--- src/rtl/exc_commit_ctrl.sv ---
// MEM-stage exception/ERET commit sequencer: prioritises causes, drains the data bus,
// strobes CP0 once, then flushes the pipeline and redirects fetch.
module exc_commit_ctrl #(
   parameter logic [31:0] EXC_VECTOR = 32'hBFC00380,
   parameter int          DRAIN_MAX  = 15,
   parameter int          DRAIN_W    = 4
) (
   input  logic        clk,
   input  logic        rst,
   input  logic        mem_valid,
   input  logic [6:0]  mem_exc,
   input  logic        mem_eret,
   input  logic [31:0] mem_pc,
   input  logic        mem_in_ds,
   input  logic [31:0] mem_bad_addr,
   input  logic        int_pending,
   input  logic        status_exl,
   input  logic [31:0] epc_in,
   input  logic        bus_busy,
   output logic        mem_kill,
   output logic        stall,
   output logic        cp0_exc_we,
   output logic        cp0_epc_we,
   output logic        cp0_badv_we,
   output logic [4:0]  cp0_exccode,
   output logic [31:0] cp0_epc,
   output logic        cp0_bd,
   output logic [31:0] cp0_badvaddr,
   output logic        cp0_eret_we,
   output logic        flush,
   output logic        redirect_valid,
   output logic [31:0] redirect_pc,
   output logic        drain_timeout
);

   typedef enum logic [1:0] {
      S_IDLE,
      S_DRAIN,
      S_COMMIT,
      S_REDIRECT
   } state_t;

   localparam logic [4:0] EXC_INT  = 5'h00;
   localparam logic [4:0] EXC_ADEL = 5'h04;
   localparam logic [4:0] EXC_ADES = 5'h05;
   localparam logic [4:0] EXC_SYS  = 5'h08;
   localparam logic [4:0] EXC_BP   = 5'h09;
   localparam logic [4:0] EXC_RI   = 5'h0A;
   localparam logic [4:0] EXC_OV   = 5'h0C;

   localparam logic [DRAIN_W-1:0] DRAIN_LAST = DRAIN_W'(DRAIN_MAX);

   state_t             state;
   state_t             state_nxt;
   logic [DRAIN_W-1:0] drain_cnt;
   logic [DRAIN_W-1:0] drain_cnt_inc;
   logic               drain_done;
   logic               drain_expired;

   logic               int_eff;
   logic               exc_hit;
   logic               event_hit;
   logic [4:0]         dec_code;
   logic               dec_badv_we;
   logic [31:0]        dec_badv;

   logic               kind_exc_q;
   logic [4:0]         code_q;
   logic [31:0]        epc_q;
   logic               bd_q;
   logic [31:0]        badv_q;
   logic               badv_we_q;
   logic               epc_we_q;

   // Cause priority: a masked-in interrupt beats every synchronous cause, and any
   // cause beats an ERET carried by the same instruction.
   always_comb begin
      // NOTE: every always_comb output gets a default first so no path infers a latch.
      int_eff     = int_pending & ~status_exl;
      exc_hit     = int_eff | (|mem_exc);
      event_hit   = mem_valid & (exc_hit | mem_eret);
      dec_code    = EXC_INT;
      dec_badv_we = 1'b0;
      dec_badv    = '0;
      if (int_eff) begin
         dec_code = EXC_INT;
      end else if (mem_exc[6]) begin
         dec_code    = EXC_ADEL;
         dec_badv_we = 1'b1;
         dec_badv    = mem_pc;
      end else if (mem_exc[5]) begin
         dec_code = EXC_RI;
      end else if (mem_exc[4]) begin
         dec_code = EXC_OV;
      end else if (mem_exc[3]) begin
         dec_code = EXC_SYS;
      end else if (mem_exc[2]) begin
         dec_code = EXC_BP;
      end else if (mem_exc[1]) begin
         dec_code    = EXC_ADEL;
         dec_badv_we = 1'b1;
         dec_badv    = mem_bad_addr;
      end else if (mem_exc[0]) begin
         dec_code    = EXC_ADES;
         dec_badv_we = 1'b1;
         dec_badv    = mem_bad_addr;
      end
   end

   always_comb begin
      state_nxt      = state;
      drain_cnt_inc  = drain_cnt + DRAIN_W'(1);
      drain_expired  = bus_busy & (drain_cnt_inc == DRAIN_LAST);
      drain_done     = ~bus_busy | drain_expired;
      mem_kill       = 1'b0;
      stall          = 1'b0;
      cp0_exc_we     = 1'b0;
      cp0_epc_we     = 1'b0;
      cp0_badv_we    = 1'b0;
      cp0_eret_we    = 1'b0;
      flush          = 1'b0;
      redirect_valid = 1'b0;
      redirect_pc    = '0;
      case (state)
         S_IDLE: begin
            // The kill must land in the same cycle so the faulting access never issues.
            mem_kill = rst & event_hit & exc_hit;
            if (event_hit) state_nxt = S_DRAIN;
         end
         S_DRAIN: begin
            stall = 1'b1;
            if (drain_done) state_nxt = S_COMMIT;
         end
         S_COMMIT: begin
            stall       = 1'b1;
            cp0_exc_we  = kind_exc_q;
            cp0_epc_we  = kind_exc_q & epc_we_q;
            cp0_badv_we = kind_exc_q & badv_we_q;
            cp0_eret_we = ~kind_exc_q;
            state_nxt   = S_REDIRECT;
         end
         S_REDIRECT: begin
            flush          = 1'b1;
            redirect_valid = 1'b1;
            redirect_pc    = kind_exc_q ? EXC_VECTOR : epc_in;
            state_nxt      = S_IDLE;
         end
         default: state_nxt = S_IDLE;
      endcase
   end

   always_ff @(posedge clk or negedge rst) begin
      // NOTE: the latched cause fields are plain flops, so they are reset with the FSM.
      if (!rst) begin
         state         <= S_IDLE;
         drain_cnt     <= '0;
         drain_timeout <= 1'b0;
         kind_exc_q    <= 1'b0;
         code_q        <= '0;
         epc_q         <= '0;
         bd_q          <= 1'b0;
         badv_q        <= '0;
         badv_we_q     <= 1'b0;
         epc_we_q      <= 1'b0;
      end else begin
         // NOTE: non-blocking assignments so every flop samples pre-edge values.
         state <= state_nxt;
         case (state)
            S_IDLE: begin
               if (event_hit) begin
                  drain_cnt  <= '0;
                  kind_exc_q <= exc_hit;
                  code_q     <= dec_code;
                  epc_q      <= mem_in_ds ? (mem_pc - 32'd4) : mem_pc;
                  bd_q       <= mem_in_ds;
                  badv_we_q  <= dec_badv_we;
                  epc_we_q   <= ~status_exl;
                  if (dec_badv_we) badv_q <= dec_badv;
               end
            end
            S_DRAIN: begin
               drain_cnt <= drain_cnt_inc;
               if (drain_expired) drain_timeout <= 1'b1;
            end
            default: ;
         endcase
      end
   end

   assign cp0_exccode  = code_q;
   assign cp0_epc      = epc_q;
   assign cp0_bd       = bd_q;
   assign cp0_badvaddr = badv_q;

endmodule

--- config.mk ---
export PLATFORM = sky130hd
export DESIGN_NAME = exc_commit_ctrl
export DESIGN_NICKNAME = d
export VERILOG_FILES = /design/src/rtl/exc_commit_ctrl.sv
export SDC_FILE = /design/constraint.sdc
export NUM_CORES = 1
export LEC_CHECK = 0
export CORE_MARGIN = 4
export CORE_UTILIZATION = 37
export DETAILED_ROUTE_END_ITERATION = 12
export GPL_TIMING_DRIVEN = 0
export PLACE_DENSITY = 0.85
export SYNTH_ARGS = -nofsm -noshare
export SYNTH_HDL_FRONTEND = slang
export SYNTH_SLANG_ARGS = --single-unit
--- constraint.sdc ---
create_clock -name clk -period 2.1 [get_ports clk]
set_input_delay 0.21 -clock clk [delete_from_list [all_inputs] [get_ports clk]]
set_output_delay 0.21 -clock clk [all_outputs]
set_load 0.02 [all_outputs]
==> flow_metrics.env <==
export IMPL_status="finished, final reports clean"
export IMPL_synth_cell_types=52
export IMPL_syn2layout_area_growth_pct=59.6
export IMPL_route_detailed_drc=0
export IMPL_hold_viol=0
export IMPL_synth_edf_count=0
export IMPL_ys_seq_elements=79
export IMPL_crit_type="reg2reg"
export IMPL_synth_cells=473
export IMPL_drt_antenna_violating_nets=0
export IMPL_syn_mean_instance_area_sq_um=9.37
export IMPL_dr_total_vias=4402
export IMPL_fp_dieW_um=117
export IMPL_synth_cell_area_sq_um=4430
export IMPL_yosysWarnings=0
export IMPL_drive_above_1_share=0.126
export IMPL_fin_hold_ws_ps=187
export IMPL_setup_viol_count_final=0
export IMPL_route_met2_wl_um=7810
export IMPL_top_layer="met4"
export IMPL_die_h_um=117
export IMPL_htree_levels=3
export IMPL_ioPinCount=222
export IMPL_first_pass_iters=4
export IMPL_worst_slew_pin_slew_ps=785
export IMPL_clk_latency_ps=330
export IMPL_end_kind="flip-flop"
export IMPL_cts_tree="done"
export IMPL_fin_skew_ps=7.81
export IMPL_gp_congestion=0.840
export IMPL_wirelength_um=15300
export IMPL_grt_start_max_net_pins=46
export IMPL_ir_drop_mv=0.754
export IMPL_crit_fanout=4
export IMPL_grt_ovfl_total=0
export IMPL_min_period_ps=2050
export IMPL_drt_met1_wl_um=6090
export IMPL_numPortBuffers=215
export IMPL_yosysSeqAreaShare=0.446
export IMPL_n_antenna_cell=0
export IMPL_leakagePower_nw=3.07
export IMPL_syn_nets=592
export IMPL_min_period_over_period=0.974
export IMPL_initial_core_util=0.383
export IMPL_start_kind="flip-flop"
export IMPL_dr_wl_met3_um=1110
export IMPL_fmax_mhz=489
export IMPL_rsz0062_at_grt="yes"
export IMPL_hp_class="in2reg"
export IMPL_dieArea_sq_um=13800
export IMPL_synth_area_leaders="dfrtp_1 (45%), mux2i_1 (7.5%), nand2_1 (4.4%)"
export IMPL_max_clock_path_buffers=2
export IMPL_relSlewSlack=0.477
export IMPL_vias_per_cell=5.18
export IMPL_yosysTopAreaCellShare=0.446
export IMPL_synth_main_ff_cell="dfrtp_1"
export IMPL_clock_sinks=79
export IMPL_nets=821
export IMPL_avgRoutedWirePerCell_um=17.9
export IMPL_cap_viol_max_count=0
export IMPL_async_flop_share=1.00
export IMPL_final_cells=850
export IMPL_first_global_vias=4635
export IMPL_cts_buffers=9
export IMPL_antenna_found_initial=0
export IMPL_synth_largest_area_cell="dfrtp_1"
export IMPL_clk_pin_slew_ps=60
export IMPL_grt_pass1_wl_um=24300
export IMPL_fillers=974
export IMPL_p_per_area_nw_per_um2=1280
export IMPL_dp_hpwl_um=12200
export IMPL_dp_cells=832
export IMPL_std_cell_rows=39
export IMPL_clock_root_buffer="clkbuf_16"
export IMPL_drtIter0Drc=171
export IMPL_track_usage=0.218
export IMPL_coreArea_sq_um=11600
export IMPL_drv_slew=0
export IMPL_cp_required_ps=2310
export IMPL_critical_path_arrival_ps=2260
## power by group
group	switching (W)	leakage [nW]	total, W	internal (W)
sequential	0.000440	0.949	0.00268	0.00224
clock	0.000631	0.135	0.00147	0.000836
combinational	0.00264	1.99	0.00491	0.00226
## through the flow
step	util	instance area [sq um]	setup WS, ps	TNS [ps]	total power [W]
floorplan	-	4430	71.4	0	0.00515
global placement	0.585	6760	-2440	-179760	0.00755
detailed placement	0.587	6790	-504	-24080	0.00772
CTS	0.613	7080	5.05	0	0.00913
global route	0.612	7080	-30.9	-95.5	0.00961
finish	0.612	7080	54.9	0	0.00906
## area by class of cell
type,count,area (sq um),area share
Buffer,31,171,0.0242
Clock buffer,10,239,0.0338
Clock inverter,6,46.3,0.00654
Inverter,9,33.8,0.00477
Multi-Input combinational cell,353,2320,0.327
Sequential cell,79,1980,0.279
Tap cell,143,179,0.0253
Timing Repair Buffer,219,2110,0.299
## state kept, by name, summed over array words and instances (netlist names)
register,cells
cp0_badvaddr,32
cp0_epc,32
cp0_exccode,4
drain_cnt,4
state,2
badv_we_q,1
cp0_bd,1
drain_timeout,1
epc_we_q,1
kind_exc_q,1
## cells in the mapped netlist (all sizes together), types with 10 or more instances
master,count
dfrtp,79
clkbuf,14
and2,21
mux2i,33
xnor2,10
nand2,52
buf,18
o21a,13
nor2,45
xor2,18
o21ai,41
a21oi,36
## layout by cell type, fill, tap and decap left out, types with 3 or more instances in the layout
master and n:
a21oi_1 36, and2_1 21, buf_2 10, buf_4 9, clkbuf_1 10, clkbuf_16 9, clkbuf_2 17, clkdlybuf4s50_1 179
clkinv_4 3, dfrtp_1 79, dlygate4sd2_1 14, dlymetal6s2s_1 3, ha_1 6, inv_1 9, mux2_2 5, mux2i_1 33
nand2_1 52, nand2b_1 4, nand3_1 9, nand4_1 3, nand4b_1 4, nor2_1 45, nor2b_1 3, nor3_1 5
nor4_1 5, o21a_1 13, o21ai_0 24, o21ai_1 10, o21ai_2 7, or4_1 3, xnor2_1 10, xor2_1 18
## cells by family (layout without fill, tap and decap cells)
logic type | count (synthesis) | count (layout) | synth area share
other | 1 | 1 | 0.000846
adder cells (fa/ha/maj) | 8 | 8 | 0.0226
AND/OR/NAND/NOR | 179 | 179 | 0.213
flip-flops | 79 | 79 | 0.446
buffers and inverters | 41 | 275 | 0.0437
XOR/XNOR | 28 | 28 | 0.0553
multiplexers | 38 | 38 | 0.0872
AO/OA/AOI/OAI | 99 | 99 | 0.132
## metal layers
metal	GRT usage	vias to the layer above
li1	-	2085
met1	0.250	2104
met2	0.392	190
met3	0.0687	23
met4	0.0608	0
met5	0	-
## path summary, 6_finish.rpt
path	startpoint	to	slack, ps	depth (start not counted)
setup / recovery	drain_cnt[0]	state[1]	50	6
hold / removal	mem_in_ds	cp0_bd	190	2
setup reg to reg	drain_cnt[0]	state[1]	50	6
hold reg to reg	drain_timeout	drain_timeout	470	1
max in group asynchronous	rst	cp0_epc[27]	1140	3
min in group asynchronous	rst	cp0_epc[18]	380	2
## worst max-delay path: stages, from the launching register on
cell and delay [ps]:
dfrtp_1 400, ha_1 240, nand2b_4 160, or4b_2 630, nand3_1 100, o21ai_1 100
mux2_2 300
## timing repair
item	CTS	global route
gates resized for setup	45	50
gates cloned	0	0
endpoints found under the hold margin	34	0
hold buffers	1	0
setup endpoints to repair	61	64
buffers inserted	2	0
pin swaps	0	0
Power figures use the tool's default switching activity.
